`src/rtl/reg_scoreboard_pkg.sv`:
```
// -----------------------------------------------------------------------------
// reg_scoreboard_pkg
// Core-wide constants shared by the register scoreboard and the decode logic.
//   REG_W    : architectural register index width
//   NREGS    : number of architectural registers (r0 is hardwired zero)
//   LAT_W    : width of the per-register forwarding latency countdown
//   LAT_*    : issue latency per producer class (cycles until forwardable)
//   LW, BEQ  : primary opcode values used by decode alongside the latencies
// -----------------------------------------------------------------------------
package reg_scoreboard_pkg;

  localparam int REG_W = 5;
  localparam int NREGS = 32;
  localparam int LAT_W = 3;

  // A producer with latency 0 can be forwarded to the very next instruction.
  localparam logic [LAT_W-1:0] LAT_ALU = 3'd0;
  localparam logic [LAT_W-1:0] LAT_LW  = 3'd1;
  localparam logic [LAT_W-1:0] LAT_MUL = 3'd4;
  localparam logic [LAT_W-1:0] LAT_DIV = 3'd7;

  localparam logic [5:0] LW  = 6'b100011;
  localparam logic [5:0] BEQ = 6'b000100;

endpackage

```
`src/rtl/reg_scoreboard_entry.sv`:
```
// -----------------------------------------------------------------------------
// sb_entry
// One scoreboard slot: a pending bit plus a saturating countdown of the cycles
// left until the producing instruction's result can be forwarded.
// Ports:
//   clk, rst   : clock and synchronous active-high reset
//   set        : load pending=1 and count=set_count (takes priority over clear)
//   set_count  : latency loaded on set
//   clear      : drop the entry (writeback or flush)
//   dec        : allow the countdown to advance this cycle
//   pending    : entry is in flight
//   ready      : entry is in flight and its result is forwardable
// -----------------------------------------------------------------------------
module sb_entry
  import reg_scoreboard_pkg::*;
#(
  parameter int LAT_W = reg_scoreboard_pkg::LAT_W
) (
  input  logic             clk,
  input  logic             rst,
  input  logic             set,
  input  logic [LAT_W-1:0] set_count,
  input  logic             clear,
  input  logic             dec,
  output logic             pending,
  output logic             ready
);

  logic [LAT_W-1:0] count;

  // Set beats clear so that a forced same-cycle issue/writeback keeps the
  // newer producer. The countdown stops at zero rather than wrapping, so a
  // ready entry stays ready until it is cleared.
  always_ff @(posedge clk) begin
    if (rst) begin
      pending <= 1'b0;
      count   <= '0;
    end else if (set) begin
      pending <= 1'b1;
      count   <= set_count;
    end else if (clear) begin
      pending <= 1'b0;
      count   <= '0;
    end else if (dec && pending && (count != '0)) begin
      count <= count - LAT_W'(1);
    end
  end

  assign ready = pending && (count == '0);

endmodule

```
`src/rtl/reg_scoreboard.sv`:
```
// -----------------------------------------------------------------------------
// reg_scoreboard
// Tracks in-flight register writes (including multi-cycle LW and MULT/DIV
// producers) beside the ID stage and derives the ID hold signals from them.
// Ports:
//   clk, rst         : clock and synchronous active-high reset
//   id_rs, id_rt     : ID-stage source registers
//   id_rt_is_source  : rt is actually read by the ID instruction
//   issue_valid      : ID instruction writes a register and wants to issue
//   issue_dst        : destination of the issuing instruction
//   issue_lat        : cycles until that result is forwardable
//   wb_valid, wb_dst : register write completing in WB
//   flush            : cancel the instruction issued in the previous cycle
//   stall            : ID must hold (combinational)
//   pc_write         : ~stall
//   if_id_write_en   : ~stall
//   pending_mask     : registered per-register pending bits (bit 0 always 0)
// Optional build macro SCOREBOARD_STATS_EN adds:
//   stall_cycles     : saturating count of stalled cycles
//   waw_stalls       : saturating count of cycles stalled only by WAW
// -----------------------------------------------------------------------------
module reg_scoreboard
  import reg_scoreboard_pkg::*;
#(
  parameter int NREGS = reg_scoreboard_pkg::NREGS,
  parameter int LAT_W = reg_scoreboard_pkg::LAT_W
) (
  input  logic             clk,
  input  logic             rst,
  input  logic [REG_W-1:0] id_rs,
  input  logic [REG_W-1:0] id_rt,
  input  logic             id_rt_is_source,
  input  logic             issue_valid,
  input  logic [REG_W-1:0] issue_dst,
  input  logic [LAT_W-1:0] issue_lat,
  input  logic             wb_valid,
  input  logic [REG_W-1:0] wb_dst,
  input  logic             flush,
  output logic             stall,
  output logic             pc_write,
  output logic             if_id_write_en,
  output logic [NREGS-1:0] pending_mask
`ifdef SCOREBOARD_STATS_EN
  ,
  output logic [31:0]      stall_cycles,
  output logic [15:0]      waw_stalls
`endif
);

  logic [NREGS-1:0] pend_vec;
  logic [NREGS-1:0] ready_vec;
  logic             src_stall;
  logic             waw_stall;
  logic             accept;
  logic             last_valid;
  logic [REG_W-1:0] last_dst;

  // r0 has no slot, so it can never look pending or busy.
  assign pend_vec[0]  = 1'b0;
  assign ready_vec[0] = 1'b0;

  generate
    for (genvar i = 1; i < NREGS; i++) begin : g_entry
      logic set_i;
      logic clr_i;

      assign set_i = accept && (issue_dst == REG_W'(i));
      // A flush only ever targets the single instruction issued last cycle.
      assign clr_i = (wb_valid && (wb_dst == REG_W'(i))) ||
                     (flush && last_valid && (last_dst == REG_W'(i)));

      sb_entry #(.LAT_W(LAT_W)) u_entry (
        .clk       (clk),
        .rst       (rst),
        .set       (set_i),
        .set_count (issue_lat),
        .clear     (clr_i),
        .dec       (1'b1),
        .pending   (pend_vec[i]),
        .ready     (ready_vec[i])
      );
    end
  endgenerate

  // A source only holds ID while its producer is not yet forwardable; a ready
  // entry is served by the bypass network.
  assign src_stall = (pend_vec[id_rs] && !ready_vec[id_rs]) ||
                     (id_rt_is_source && pend_vec[id_rt] && !ready_vec[id_rt]);

  // Any pending destination blocks a new writer, otherwise the older
  // writeback would retire the newer entry.
  assign waw_stall = issue_valid && pend_vec[issue_dst];

  assign stall          = src_stall || waw_stall;
  assign pc_write       = !stall;
  assign if_id_write_en = !stall;
  assign accept         = issue_valid && !stall && !flush;
  assign pending_mask   = pend_vec;

  // Remember what was issued on the previous edge so a taken branch can
  // cancel it; the record lives for exactly one cycle.
  always_ff @(posedge clk) begin
    if (rst) begin
      last_valid <= 1'b0;
      last_dst   <= '0;
    end else begin
      last_valid <= accept;
      last_dst   <= issue_dst;
    end
  end

`ifdef SCOREBOARD_STATS_EN
  // Performance counters; both hold at all-ones instead of wrapping.
  always_ff @(posedge clk) begin
    if (rst) begin
      stall_cycles <= '0;
      waw_stalls   <= '0;
    end else begin
      if (stall && (stall_cycles != 32'hFFFF_FFFF)) begin
        stall_cycles <= stall_cycles + 32'd1;
      end
      if (waw_stall && !src_stall && (waw_stalls != 16'hFFFF)) begin
        waw_stalls <= waw_stalls + 16'd1;
      end
    end
  end
`endif

endmodule

```
`config.mk`:
```
export PLATFORM = sky130hd
export DESIGN_NAME = reg_scoreboard
export DESIGN_NICKNAME = d
export VERILOG_FILES = /design/src/rtl/reg_scoreboard_pkg.sv /design/src/rtl/reg_scoreboard_entry.sv /design/src/rtl/reg_scoreboard.sv
export SDC_FILE = /design/constraint.sdc
export NUM_CORES = 1
export LEC_CHECK = 0
export CELL_PAD_IN_SITES_DETAIL_PLACEMENT = 0
export CELL_PAD_IN_SITES_GLOBAL_PLACEMENT = 1
export CORE_UTILIZATION = 40
export DETAILED_ROUTE_END_ITERATION = 12
export GPL_ROUTABILITY_DRIVEN = 0
export PLACE_DENSITY_LB_ADDON = 0.1
export SYNTH_ARGS = -nofsm -noshare
export SYNTH_HDL_FRONTEND = slang
export SYNTH_SLANG_ARGS = --single-unit
export TNS_END_PERCENT = 50
```
`constraint.sdc`:
```
create_clock -name clk -period 6.07 [get_ports clk]
set_input_delay 1.5175 -clock clk [delete_from_list [all_inputs] [get_ports clk]]
set_output_delay 1.5175 -clock clk [all_outputs]
set_load 0.02 [all_outputs]
```
## After elaboration in Yosys (flattened, before gate mapping)

Index checks and enable logic that the tools add are counted.

| word-level totals | value |
|---|---|
| logic and storage cells | 679 |
| register bits after elaboration | 130 |
| output and inout bits | 35 |

| operators by class | value |
|---|---|
| reductions and logical operators | 323 |
| multiplexer cells | 165 |
| equality and inequality tests | 93 |
| magnitude comparators | 3 |
| $add $sub $neg | 31 |

Operator list:

| kind | count |
|---|---|
| $mux 3 | 93 |
| $eq 5x5->1 const B | 48 |
| $reduce_bool 3->1 | 62 |
| $logic_and 1x1->1 | 162 |
| $eq 5x4->1 const B | 24 |
| $logic_not 3->1 | 31 |
| $sub 3x1->3 const B | 31 |
| $mux 1 | 67 |
| $reduce_bool 2->1 | 31 |
| $eq 5x3->1 const B | 12 |
| $logic_or 1x1->1 | 33 |
| $eq 5x2->1 const B | 6 |
| $bmux 1 s5 | 5 |
| $lt 5x6->1 const B | 3 |
| $eq 5x1->1 const B | 3 |
| $logic_not 1->1 | 4 |

## Longest topological paths before layout

| depth | value |
|---|---|
| word-level depth | 13 |
| depth in mapped cells | 14 |
| mapped depth without buffers | 12 |

## Modules after synthesis

From an unflattened synthesis, not the netlist that was laid out.

| unflattened totals | value |
|---|---|
| cells, all modules | 1,159 |
| area total of the unflattened synthesis | 10,034.6 sq um |

By module, submodules not included:

| module | times used | seq. area each (sq um) | area an instance (sq um) | cells an instance |
|---|---|---|---|---|
| sb_entry | 31 | 80.1 | 245.2 | 27 |
| reg_scoreboard | 1 | 120.1 | 2,432.3 | 322 |

## Worst setup path after synthesis

No wires, ideal clock.

| timing | value |
|---|---|
| path kind | input to output |
| start | input issue_dst[1] |
| end | output pc_write |
| setup slack | 0.866 ns |
| stages | 10 |
| data arrival time | 3.687 ns |
| buffers on the path | 4 |
| cell sequence | buf_2 -> mux4_2 -> mux2_2 -> a21o_1 -> o221ai_1 -> nand4b_1 -> nor2_2 -> buf_2 -> buf_2 -> buf_4 |

| on the way | value |
|---|---|
| cells in the longest elaborated chain, start to end | 5 |

Ends and longest elaborated chain:

| element | line | text |
|---|---|---|
| from (decl) | reg_scoreboard.sv:34 | `input logic [REG_W-1:0] issue_dst,` |
| $bmux 1 s5 | reg_scoreboard.sv:92 | `assign waw_stall = issue_valid && pend_vec[issue_dst];` |
| $mux 1 (not written as such) | reg_scoreboard.sv:92 |  |
| $logic_and 1x1->1 | reg_scoreboard.sv:92 |  |
| $logic_or 1x1->1 | reg_scoreboard.sv:94 | `assign stall = src_stall \|\| waw_stall;` |
| $logic_not 1->1 | -- |  |
| to (decl) | reg_scoreboard.sv:40 | `output logic pc_write,` |

Every way passes these cells. The select of a mux whose other input is x is not followed.

## Final worst setup path

| timing | value |
|---|---|
| start | input issue_dst[1] |
| end | output pc_write |

| on the way | value |
|---|---|
| cells in the longest elaborated chain, start to end | 5 |

Ends and longest elaborated chain:

| element | line | text |
|---|---|---|
| $bmux 1 s5 | reg_scoreboard.sv:92 |  |
| $mux 1 (not written as such) | reg_scoreboard.sv:92 |  |
| $logic_and 1x1->1 | reg_scoreboard.sv:92 |  |
| $logic_or 1x1->1 | reg_scoreboard.sv:94 |  |
| $logic_not 1->1 | reg_scoreboard.sv:95 | `assign pc_write = !stall;` |

Every way passes these cells. The select of a mux whose other input is x is not followed.

==> impl_results.md <==
* Initial Util at about two fifths
* Core area at 22,700 sq um
* Die area at 23,900 sq um
* H-tree Lvls at 4
* Vias in the first global route at 7,787
* Worst vdd ir at 0.162 mV
* Fin crit share at 97.2%
* DR DRC count at 0
* Combinational Power Share at 10.8%
* Clock buffer depth at 2
* Vias per Instance at 5.91
* Finished Layout Cells at 1,449
* Crit Path Category: in2out
* Max-slew violations at 0
* Fin. Hold Viols at 0
* Post-synthesis sequential area ratio at 28.0%
* Seq pwr share at 38.7%
* Via count at approximately 8,600
* Cells after synthesis at 1,141
* Global-route wire length before repair at 47,500 um
* Dpl hpwl at 23,500 um
* Die Wd at approximately 150 um
* EDFF count, synth at 0
* CTS tree: built
* Clock sinks at 130
* Final WL at 31,200 um
* Placed Cells incl. Taps at 1,417
* Io pins at 64
* Largest net degree at the start of global routing at 54
* Initial DRC Count at around 700
* Slew HR at 43.5%
* Yosys cell types at 71
* Final setup skew at roughly 0.011 ns
* Tightest Hold Check Type: reg2reg
* Grt total ovfl at 0
* Share of layout cells above drive strength 1 at 9.11%
* Filler cells at 2,247
* Net Switching at 0.602 mW
* Num rows at 55
* WP data arrival at 4.38 ns
* Post-CTS Setup Repair Bufs at 0
* Total track usage at 26.7%
* PwrDens at ~210 nW/um^2
* Setup crit end kind: primary output
* Sw frac at about 27%
* CP Max Fanout at 14
* Synthesized cell area at 9300 sq um
* Max cap viols at 0
* DRT Pass-1 Iters at 6
* Worst Max-Slew Pin Slew at 0.840 ns
* Most used cells in the layout excluding fill and tap cells: 130 x dfxtp_1, 127 x nand2_1, 105 x inv_1, 62 x ha_1, 61 x clkdlybuf4s50_1
* Yosys warns at 0
* Syn Area/Cell at 8.15 sq um
* Final Util at between 40% and 50%
* RSZ-0062 raised after global routing: false
* CP required at 4.55 ns
* Root buffer cell: clkbuf_16
* Yosys reg bits at 130
* CTS buffer count at 17
* Synthesis-to-finish area growth at 14.5%
* # diodes at 0
* Port bufs at 62
* Status: finished, final reports clean
* Die Ht at 154 um
* Post-route ant nets at 0
* Syn nets at between 1,000 and 1,500
* Clock slew at reported path FFs at 0.06 ns
* Leakage at 3.89 nW
* Setup-failing EPs final at 0
* Worst-skew pair later-pin latency at 0.43 ns
* Internal at 1.64 mW
* Final Critical Period at 5.90 ns
* WL per Instance at 21.6 um
* Initial antenna violation count at 0
* CTS Hold Buffers Added at 0
* Area post-placement at 10,000 sq um
* Startpoint Class: primary input
* Post-synth top flop: dfxtp_1
* Final instance area at 10,600 sq um
* Asr flop ratio synth at 0%
* Most common cell after layout, fill and taps aside: dfxtp_1
* Setup TNS at 0 ns
* Final #Nets at 1,242
* F_max at 170 MHz
* Clk pwr share at slightly above 50%
layer usage:
layer	routed length (um)	part of all wire, %	global-route usage [%]	vias up
met3	2260	7.2	6.11	51
met5	0	0	0	-
met1	14300	46	36.0	4069
met2	13900	45	41.8	340
li1	-	-	-	4097
met4	765	2.4	9.34	0
area by class of cell:
type                    count  area (sq um)  share of cell area [%]
repair buffers             94           881                    8.28
well taps                 285           357                    3.35
inverters                 108           405                    3.81
clock inverters            14           203                    1.90
multi-input cells         800          5770                    54.2
clock buffers              18           429                    4.03
flip-flops and latches    130          2600                    24.5
power by group through the flow:
| stage | Clock, mW | Combinational [mW] | Sequential [mW] |
|---|---|---|---|
| finish | 1.13 | 0.242 | 0.868 |
| floorplan | 0 | 0.139 | 0.884 |
| detailed placement | 0 | 0.237 | 0.886 |
| CTS | 1.15 | 0.238 | 0.867 |
| global placement | 0 | 0.237 | 0.886 |
| global route | 1.18 | 0.259 | 0.868 |
synthesized netlist by cell type (13+ instances only):
cell	count	area (sq um)
buf_2	13	65.1
or4_1	13	97.6
nand2_1	127	477
mux4_2	13	293
a21oi_1	58	290
nor3_1	16	80.1
a22oi_1	14	105
nor2_1	55	206
mux2_2	21	236
nor2b_1	55	344
nand3_1	46	230
nand4_1	20	125
dfxtp_1	130	2600
inv_1	106	398
o2111ai_1	30	263
clkbuf_1	48	180
buf_4	33	248
xnor2_1	24	210
ha_1	62	776
mux2i_1	58	581
state kept, by name, indices dropped and copies added (netlist names):
name                     count
last_valid                   1
last_dst                     5
g_entry.u_entry.pending     31
g_entry.u_entry.count       93
kinds of logic (layout without fill, tap and decap cells):
logic type,after synthesis,in the layout,synth area share [%]
AND/OR/NAND/NOR,408,408,22.7
adder cells (fa/ha/maj),62,62,8.34
XOR/XNOR,24,24,2.26
multiplexers,94,94,12.2
flip-flops,130,130,28.0
AO/OA/AOI/OAI,211,211,16.4
buffers and inverters,211,234,10.0
other,1,1,0.0403
final timing paths:
check	slack (ns)	end	startpoint	cells past startpoint
max	0.17	pc_write	issue_dst[1]	9
min	0.46	g_entry[31].u_entry.count[1]	g_entry[31].u_entry.count[1]	1
max reg2reg	2.32	g_entry[17].u_entry.count[0]	g_entry[10].u_entry.count[0]	13
min reg2reg	0.46	g_entry[31].u_entry.count[1]	g_entry[31].u_entry.count[1]	1
what timing repair did:
item	CTS	global route
hold endpoints to repair	0	0
endpoints found under the setup margin	0	2
gates resized for setup	0	1
stage by stage:
step                      hold WS (ns)  power [mW]  worst slack [ns]
after floorplan                  0.436        1.02             0.866
after global placement           0.448        1.12             0.135
after detailed placement         0.458        1.12             0.122
after CTS                        0.472        2.25             0.103
after global routing             0.498        2.31            0.0204
final                            0.464        2.24             0.171
worst max-delay path, stage by stage:
cell and delay (ns):
clkdlybuf4s50_1 0.58, buf_4 0.26, mux4_2 0.53, nand2_1 0.09
nand4_1 0.11, o221ai_1 0.23, nand4b_1 0.19, nor2_4 0.22
clkdlybuf4s50_1 0.65
Note: power is estimated with default switching activity, not from simulation.
